**config.mk**
```make
export PLATFORM = sky130hd
export DESIGN_NAME = tlb_arbiter
export DESIGN_NICKNAME = d
export VERILOG_FILES = /design/src/rtl/tlb_arbiter_pkg.sv /design/src/rtl/tlb_arbiter_random.sv /design/src/rtl/tlb_arbiter.sv
export SDC_FILE = /design/constraint.sdc
export NUM_CORES = 1
export LEC_CHECK = 0
export ABC_CLOCK_PERIOD_IN_PS = 3900
export BUFFER_PORTS_ARGS = -buffer_cell sky130_fd_sc_hd__buf_2
export CORE_MARGIN = 5
export CORE_UTILIZATION = 40
export CTS_BUF_LIST = sky130_fd_sc_hd__clkbuf_8 sky130_fd_sc_hd__clkbuf_16
export CTS_CLUSTER_DIAMETER = 100
export DETAILED_ROUTE_END_ITERATION = 8
export GPL_TIMING_DRIVEN = 0
export PLACE_DENSITY = 0.62
export SYNTH_ARGS = -nofsm -noshare
export SYNTH_HDL_FRONTEND = slang
export SYNTH_HIERARCHICAL = 1
export SYNTH_SLANG_ARGS = --single-unit
```
**constraint.sdc**
```tcl
create_clock -name clk -period 3.9 [get_ports clk]
set_input_delay 0.39 -clock clk [delete_from_list [all_inputs] [get_ports clk]]
set_output_delay 0.39 -clock clk [all_outputs]
set_load 0.05 [all_outputs]
```
**src/rtl/tlb_arbiter_pkg.sv**
```systemverilog
// ============================================================================
// Module      : tlb_arbiter_pkg
// Description : Shared TLB request type and grant-select encodings used by the
//               TLB arbiter and its Random counter.
// Revision    : 1.0 - initial release
// ============================================================================
`default_nettype none

package tlb_arbiter_pkg;

  // Operation driven to the TLB; NO_REQ covers idle and plain lookups.
  typedef enum logic [2:0] {
    NO_REQ = 3'd0,
    TLBR   = 3'd1,
    TLBWI  = 3'd2,
    TLBWR  = 3'd3,
    TLBP   = 3'd4
  } tlb_req_t;

  // Grant select encodings; they double as the arbiter state encoding.
  localparam logic [1:0] c_SEL_NONE = 2'b00;
  localparam logic [1:0] c_SEL_INST = 2'b01;
  localparam logic [1:0] c_SEL_DATA = 2'b10;
  localparam logic [1:0] c_SEL_OP   = 2'b11;

endpackage

`default_nettype wire

```
**src/rtl/tlb_arbiter_random.sv**
```systemverilog
// ============================================================================
// Module      : tlb_random
// Description : CP0 Random register. Counts down every cycle, can be held
//               and reloaded to TLBEntries-1, and wraps to TLBEntries-1.
//               Build option TLB_WIRED_EN: wrap point is the Wired register
//               instead of 0.
// Revision    : 1.0 - initial release
// ============================================================================
`default_nettype none

module tlb_random
  import tlb_arbiter_pkg::*;
#(
  parameter int TLBEntries = 32,
  localparam int c_IDX_W = $clog2(TLBEntries)
) (
  input  logic               clk,
  input  logic               resetn,
  input  logic               i_hold,
  input  logic               i_reload,
`ifdef TLB_WIRED_EN
  input  logic [c_IDX_W-1:0] i_wired,
`endif
  output logic [c_IDX_W-1:0] o_random
);

  localparam logic [c_IDX_W-1:0] c_MAX = c_IDX_W'(TLBEntries - 1);

  logic [c_IDX_W-1:0] r_random;
  logic [c_IDX_W-1:0] w_next;

  // Next Random value: reload beats hold, hold beats the countdown.
  always_comb begin
    w_next = r_random - 1'b1;
    if (i_reload) begin
      w_next = c_MAX;
    end else if (i_hold) begin
      w_next = r_random;
    end else begin
`ifdef TLB_WIRED_EN
      // A Wired value past the last entry leaves no random range at all.
      if (int'(i_wired) >= TLBEntries) begin
        w_next = c_MAX;
      end else if (r_random <= i_wired) begin
        w_next = c_MAX;
      end
`else
      if (r_random == '0) begin
        w_next = c_MAX;
      end
`endif
    end
  end

  // Random register with synchronous active-low reset to the top entry.
  always_ff @(posedge clk) begin
    if (!resetn) begin
      r_random <= c_MAX;
    end else begin
      r_random <= w_next;
    end
  end

  assign o_random = r_random;

endmodule

`default_nettype wire

```
**src/rtl/tlb_arbiter.sv**
```systemverilog
// ============================================================================
// Module      : tlb_arbiter
// Description : Arbitrates the shared TLB between instruction lookups, data
//               lookups and CP0 TLB instructions. CP0 ops win in IDLE; inst
//               and data share round-robin. Build option TLB_WIRED_EN adds
//               the Wired input that bounds the Random counter.
// Revision    : 1.0 - initial release
// ============================================================================
`default_nettype none

module tlb_arbiter
  import tlb_arbiter_pkg::*;
#(
  parameter int TLBEntries = 32,
  localparam int c_IDX_W = $clog2(TLBEntries)
) (
  input  logic               clk,
  input  logic               resetn,
  input  logic               inst_req,
  output logic               inst_done,
  input  logic               data_req,
  output logic               data_done,
  input  logic               op_req,
  input  tlb_req_t           op_type,
  input  logic [c_IDX_W-1:0] op_index,
  output logic               op_done,
  output tlb_req_t           tlb_req,
  output logic [c_IDX_W-1:0] tlb_index,
  output logic [1:0]         tlb_sel,
  input  logic               tlb_ok,
  output logic [c_IDX_W-1:0] random
`ifdef TLB_WIRED_EN
  ,
  input  logic [c_IDX_W-1:0] wired
`endif
);

  logic [1:0]         r_state;
  logic [1:0]         w_next;
  logic               r_last_data;   // 0: inst served last, 1: data served last
  tlb_req_t           r_tlb_req;
  logic [c_IDX_W-1:0] r_tlb_index;
  logic               r_inst_done;
  logic               r_data_done;
  logic               r_op_done;
  logic               w_inst_v;
  logic               w_data_v;
  logic               w_op_v;
  logic               w_fin_i;
  logic               w_fin_d;
  logic               w_fin_op;
  logic               w_enter_op;
  logic               w_hold;
  logic               w_reload;
  logic [c_IDX_W-1:0] w_random;

  // Requesters still hold their request during their done cycle; ignore it
  // there so a finished access is not granted a second time.
  assign w_inst_v = inst_req & ~r_inst_done;
  assign w_data_v = data_req & ~r_data_done;
  assign w_op_v   = op_req   & ~r_op_done;

  // State register.
  always_ff @(posedge clk) begin
    if (!resetn) begin
      r_state <= c_SEL_NONE;
    end else begin
      r_state <= w_next;
    end
  end

  // Next-state logic: grant from IDLE, release on completion or withdrawal.
  always_comb begin
    w_next = r_state;
    case (r_state)
      c_SEL_NONE: begin
        if (w_op_v) begin
          w_next = c_SEL_OP;
        end else if (w_inst_v && w_data_v) begin
          w_next = r_last_data ? c_SEL_INST : c_SEL_DATA;
        end else if (w_data_v) begin
          w_next = c_SEL_DATA;
        end else if (w_inst_v) begin
          w_next = c_SEL_INST;
        end
      end
      c_SEL_INST: if (!inst_req || tlb_ok) w_next = c_SEL_NONE;
      c_SEL_DATA: if (!data_req || tlb_ok) w_next = c_SEL_NONE;
      c_SEL_OP:   if (!op_req   || tlb_ok) w_next = c_SEL_NONE;
      default:    w_next = c_SEL_NONE;
    endcase
  end

  // Output decode: grant select and completion/Random control strobes.
  always_comb begin
    tlb_sel    = r_state;
    w_fin_i    = (r_state == c_SEL_INST) && inst_req && tlb_ok;
    w_fin_d    = (r_state == c_SEL_DATA) && data_req && tlb_ok;
    w_fin_op   = (r_state == c_SEL_OP)   && op_req   && tlb_ok;
    w_enter_op = (r_state == c_SEL_NONE) && (w_next == c_SEL_OP);
    w_reload   = w_fin_op && ((r_tlb_req == TLBWI) || (r_tlb_req == TLBWR));
    // Freeze Random from the grant edge so the latched index matches it.
    w_hold     = ((r_state == c_SEL_OP) && (r_tlb_req == TLBWR)) ||
                 (w_enter_op && (op_type == TLBWR));
  end

  // Registered TLB command, done pulses and round-robin history.
  always_ff @(posedge clk) begin
    if (!resetn) begin
      r_tlb_req   <= NO_REQ;
      r_tlb_index <= '0;
      r_inst_done <= 1'b0;
      r_data_done <= 1'b0;
      r_op_done   <= 1'b0;
      r_last_data <= 1'b0;
    end else begin
      r_inst_done <= w_fin_i;
      r_data_done <= w_fin_d;
      r_op_done   <= w_fin_op;
      if (w_enter_op) begin
        r_tlb_req   <= op_type;
        r_tlb_index <= (op_type == TLBWR) ? w_random : op_index;
      end else if (w_next != c_SEL_OP) begin
        r_tlb_req <= NO_REQ;
      end
      if ((r_state == c_SEL_NONE) && (w_next == c_SEL_INST)) begin
        r_last_data <= 1'b0;
      end else if ((r_state == c_SEL_NONE) && (w_next == c_SEL_DATA)) begin
        r_last_data <= 1'b1;
      end
    end
  end

  tlb_random #(
    .TLBEntries (TLBEntries)
  ) u_random (
    .clk      (clk),
    .resetn   (resetn),
    .i_hold   (w_hold),
    .i_reload (w_reload),
`ifdef TLB_WIRED_EN
    .i_wired  (wired),
`endif
    .o_random (w_random)
  );

  assign tlb_req   = r_tlb_req;
  assign tlb_index = r_tlb_index;
  assign inst_done = r_inst_done;
  assign data_done = r_data_done;
  assign op_done   = r_op_done;
  assign random    = w_random;

endmodule

`default_nettype wire

```
==> impl_metrics.yaml, run 1 <==
clock_network:
  insertion_delay_ns: 0.25
  numClockSinks: 19
  postCtsSetupBuffers: 0
  postCtsHoldBufs: 0
  clock-root-buffer: "clkbuf_8"
  numCtsBuffers: 3
  clock_path_buffers: 2
  postCtsResizedCells: 0
  h-tree-depth: 1
  path_clk_slew_ns: 0.07
  cts_tree: "done"
floorplanning:
  start_util: 0.422
  die-width_um: 58.6
  row_count: 17
  die_h_um: 58.6
  boundaryPins: 32
  die_area_mm2: 0.00343
  core-area_mm2: 0.00223
timing:
  fin_crit_sh: 0.476
  hold_viol: 0
  grt_setup_unrepaired: "no"
  slew_headroom: 0.782
  setup_viol: 0
  fmax_mhz: 538
  period_needed_ns: 1.86
  fin_skew_ns: 0.00367
  worstMarginPinSlew_ns: 0.326
  slew_violations: 0
  fin_tns_setup_ns: 0
detailed_routing:
  drt_first_pass_iters: 4
  num_vias: 822
  detail-route-antenna-nets: 0
  drc: 0
  vias_per_cell: 5.07
  dr.first_iter.drc_count: 6
  wirelength_um: 2070
  wl_per_cell_um: 12.8
flow_run:
  maxCapViolations: 0
cells_and_area:
  nets: 150
  fillCellCount: 212
  antenna_cells: 0
  final_area_mm2: 0.00118
  areaGrowthSynthToFinish_pct: 25.1
  multi_input_area_um2: 498
  drive_above_1_share: 0.373
  final-seq-area_um2: 380
logic_synthesis:
  yosys_register_bits: 19
  ys_seq_area_frac: 0.403
  syn_nets: 114
  synthFlopType: "dfxtp_1"
  syn_area_per_cell_um2: 9.53
  syn_area_um2: 943
  synth_edf_count: 0
  synth_async_sr_flop_share: 0
  ys_types: 35
  syn_inst: 99
  ys_warn_count: 6
worst_setup_path:
  worst-setup-path-type: "reg -> reg"
  crit_chain: "buf_6, nor4b_4, buf_6, nand2_1, nand2_1, and2b_2, xnor2_1, nand2_1"
  critical-path-slowest-cell: "nor4b_4"
  cp_slowest_stage_delay_ns: 0.37
  cp-end-kind: "flop"
  start_kind: "flop"
  critPathMostFrequentCell: "nand2_1"
  cp.required_ns: 4.04
  cp_max_fo: 10
  arrival_ns: 2.00
power:
  vdd_ir_drop_max_uv: 246
  powerDensity_mw_per_mm2: 432
  cellLeakagePower_nw: 0.525
grt:
  grt_pass1_wl_um: 3570
  grt_pass1_vias: 851
  overflow: 0
  antenna_found_initial: 0
  track_usage: 0.132
  grt_max_degree: 12
placed_design:
  place.gp.congestion: 0.740
  dp_hpwl_um: 1690
  dpl_cell_area_mm2: 0.00113
  io_buffers: 31
worst_hold_path:
  hold_path.class: "in -> reg"
status:
  status: "completed"
## cell usage after synthesis (2+ instances only)
cell | count | area [um^2]
a21oi_1 | 6 | 30.0
buf_6 | 4 | 45.0
dfxtp_1 | 19 | 380
inv_1 | 4 | 15.0
mux2i_1 | 5 | 50.1
nand2_1 | 12 | 45.0
nand2b_1 | 3 | 18.8
nand3_1 | 4 | 20.0
nor2_1 | 3 | 11.3
nor2b_1 | 3 | 18.8
nor3_1 | 2 | 10.0
nor4b_4 | 2 | 47.6
o21ai_0 | 8 | 40.0
o221a_1 | 2 | 22.5
xnor2_1 | 2 | 17.5
## power by group
part,total [mW],switching (mW),internal (mW),leakage (nW)
Sequential,0.223,0.0121,0.211,0.156
Clock,0.132,0.0611,0.0708,0.0255
Combinational,0.155,0.102,0.0528,0.343
## final cells by class
class,instances,share of cell area
timing repair buffer,31,0.131
clock inverter,1,0.00424
multi-input combinational,71,0.422
buffer,5,0.0424
tap,28,0.0297
inverter,4,0.0127
sequential,19,0.322
clock buffer,3,0.0350
## per-stage QoR
step	util	total power, mW	setup slack, ns	hold WS, ns	instances
final	0.528	0.510	2.04	0.369	162
after global routing	0.528	0.539	1.90	0.384	162
after CTS	0.528	0.518	2.03	0.361	162
after detailed placement	0.508	0.384	2.03	0.477	158
after global placement	0.508	0.381	2.05	0.460	158
after floorplan	-	0.346	1.94	0.508	99
## kinds of logic (layout without fill, tap and decap cells)
kind of cell	count (synthesis)	count (layout)	share of synthesized area
AO/OA/AOI/OAI	24	24	0.176
XOR/XNOR	2	2	0.0186
adder cells (fa/ha/maj)	1	1	0.0133
buffers and inverters	9	44	0.0690
flip-flops	19	19	0.403
multiplexers	6	6	0.0650
AND/OR/NAND/NOR	38	38	0.255
## layer usage
layer,global-route usage,up-vias,wire [um]
met3,0.0351,2,118
met2,0.238,20,1040
met1,0.150,379,901
met5,0,-,0
met4,0.0397,0,12
li1,-,421,-
## worst max-delay path, delay by kind of cell (launching register included)
family        cells  cell delay [ns]
simple gates      5             0.97
xor+xnor          1             0.12
flops             1             0.32
buf+inv           2             0.34
## flip-flops by register name, summed over array words and instances (netlist names)
signal / cells
tlb_req: 3
u_random/o_random: 5
op_done: 1
data_done: 1
tlb_index: 5
tlb_sel: 2
inst_done: 1
r_last_data: 1
## final timing paths
path / from / end / slack, ns / depth (start not counted)
max: tlb_sel[0] / u_random/o_random[2] / 2.04 / 8
min: op_type[0] / tlb_req[0] / 0.37 / 3
min reg2reg: tlb_req[2] / tlb_req[2] / 0.48 / 2
max reg2reg: tlb_sel[0] / u_random/o_random[2] / 2.04 / 8
## layout by cell type (no fill, tap or decap), drive strengths merged, types with 2 or more instances in the layout
master and n:
a21oi 7, and2b 2, buf 36, clkbuf 3, dfxtp 19, inv 4
mux2i 5, nand2 12, nand2b 3, nand3 4, nor2 3, nor2b 3
nor3 2, nor4b 2, o21ai 9, o221a 3, or3 2, xnor2 2
(Power assumes the default switching activity.)
==> run 2, diff against run 1 <==
--- a/config.mk
+++ b/config.mk
@@ -5,7 +5,7 @@
 export SDC_FILE = /design/constraint.sdc
 export NUM_CORES = 1
 export LEC_CHECK = 0
-export ABC_CLOCK_PERIOD_IN_PS = 3900
+export ABC_CLOCK_PERIOD_IN_PS = 1900
 export BUFFER_PORTS_ARGS = -buffer_cell sky130_fd_sc_hd__buf_2
 export CORE_MARGIN = 5
 export CORE_UTILIZATION = 40
==> constraint.sdc (replaced) <==
create_clock -name clk -period 1.9 [get_ports clk]
set_input_delay 0.19 -clock clk [delete_from_list [all_inputs] [get_ports clk]]
set_output_delay 0.19 -clock clk [all_outputs]
set_load 0.05 [all_outputs]
==> impl_metrics.yaml, run 2 (synthesis results as in run 1) <==
worst_setup_path:
  critical-path-slowest-cell: "nor4b_4"
  crit_chain: "buf_6, nor4b_4, buf_6, nand2_1, nand2_2, and2b_2, xnor2_1, nand2_1"
  worst-setup-path-type: "reg -> reg"
  cp_slowest_stage_delay_ns: 0.34
  cp-end-kind: "flop"
  cp_max_fo: 10
  start_kind: "flop"
  cp.required_ns: 2.04
  cp_top_family: "simple AND/OR/NAND/NOR gates"
  critPathBufInv: 2
  arrival_ns: 1.93
clock_network:
  clock_path_buffers: 2
  numCtsBuffers: 3
  cts_tree: "done"
  numClockSinks: 19
  postCtsHoldBufs: 0
  insertion_delay_ns: 0.25
  clock-root-buffer: "clkbuf_8"
  h-tree-depth: 1
  path_clk_slew_ns: 0.07
detailed_routing:
  met3_length_um: 153
  drt_first_pass_iters: 4
  wirelength_met1_um: 1030
  drc: 0
  num_vias: 833
  dr.first_iter.drc_count: 22
  vias_per_cell: 5.11
  detail-route-antenna-nets: 0
  dr.max_layer_used: "met4"
  wl_met2_um: 962
  wirelength_um: 2150
  wl_per_cell_um: 13.2
timing:
  setup_viol: 0
  hold_viol: 0
  fin_skew_ns: 0.00278
  worstMarginPinSlew_ns: 0.291
  fin_crit_sh: 0.941
  fmax_mhz: 560
  period_needed_ns: 1.79
  fin_tns_setup_ns: 0
  slew_violations: 0
  grt_setup_unrepaired: "no"
  slew_headroom: 0.803
grt:
  overflow: 0
  antenna_found_initial: 0
  track_usage: 0.133
  grt_pass1_vias: 813
  grt_pass1_wl_um: 3620
  grt_max_degree: 11
status:
  status: "completed"
flow_run:
  maxCapViolations: 0
cells_and_area:
  final_cell_mix: "32 x buf_2, 17 x dfxtp_1, 11 x nand2_1, 8 x o21ai_0, 6 x a21oi_1"
  drive_above_1_share: 0.393
  antenna_cells: 0
  nets: 151
  mostFrequentLayoutCell: "buf_2"
  final-seq-area_um2: 383
  fin_cells: 163
  multi_input_area_um2: 500
  fillCellCount: 211
  areaGrowthSynthToFinish_pct: 26.3
power:
  vdd_ir_drop_max_uv: 608
  cellLeakagePower_nw: 0.531
  powerDensity_mw_per_mm2: 883
placed_design:
  place.gp.congestion: 0.801
  dp_cells: 158
  dp_hpwl_um: 1670
  io_buffers: 31
floorplanning:
  die-width_um: 58.6
  boundaryPins: 32
  core-area_mm2: 0.00223
  die_h_um: 58.6
  row_count: 17
  start_util: 0.422
  die_area_mm2: 0.00343
worst_hold_path:
  hold_path.class: "in -> reg"
==> run 2: layout make-up <==
type,count,area share
timing repair buffer,32,0.137
clock inverter,1,0.00315
clock buffer,3,0.0347
buffer,5,0.0420
sequential,19,0.321
inverter,4,0.0126
multi-input combinational,71,0.420
tap,28,0.0294
==> run 2: stage by stage <==
stage	power, mW	hold WS [ns]	setup WS [ns]	utilization	instance area, um^2
after floorplan	0.711	0.308	0.0602	-	946
after global placement	0.785	0.420	0.0294	0.509	1140
after detailed placement	0.789	0.437	0.000259	0.509	1140
after CTS	1.06	0.173	0.0711	0.530	1180
after global routing	1.11	0.192	0.0276	0.533	1190
final	1.05	0.173	0.113	0.533	1190
==> run 2: worst paths after layout <==
| path | slack (ns) | depth (start not counted) | from | end |
|---|---|---|---|---|
| setup / recovery | 0.11 | 8 | tlb_sel[1] | u_random/o_random[2] |
| hold / removal | 0.17 | 3 | op_type[0] | tlb_req[0] |
| setup reg to reg | 0.11 | 8 | tlb_sel[1] | u_random/o_random[2] |
| hold reg to reg | 0.48 | 2 | tlb_req[0] | tlb_req[0] |
==> run 2: power breakdown <==
part	switching, mW	internal, mW
Combinational	0.214	0.112
Sequential	0.0254	0.434
Clock	0.123	0.143
Total	0.362	0.690
==> run 2: metal layers <==
metal | global-route usage | vias up
li1 | - | 426
met1 | 0.174 | 380
met2 | 0.215 | 24
met3 | 0.0461 | 3
met4 | 0.0199 | 0
met5 | 0 | -
==> run 2: tightest hold or removal path: stages <==
cell	delay, ns
buf_2	0.09
nand3_1	0.05
o21ai_0	0.06
==> run 2: repair_timing <==
action / CTS / global route
setup buffers: 0 / 1
resized for setup: 1 / 0
endpoints found under the setup margin: 1 / 2
cloned: 0 / 0
endpoints found under the hold margin: 0 / 0
pin swaps: 0 / 1
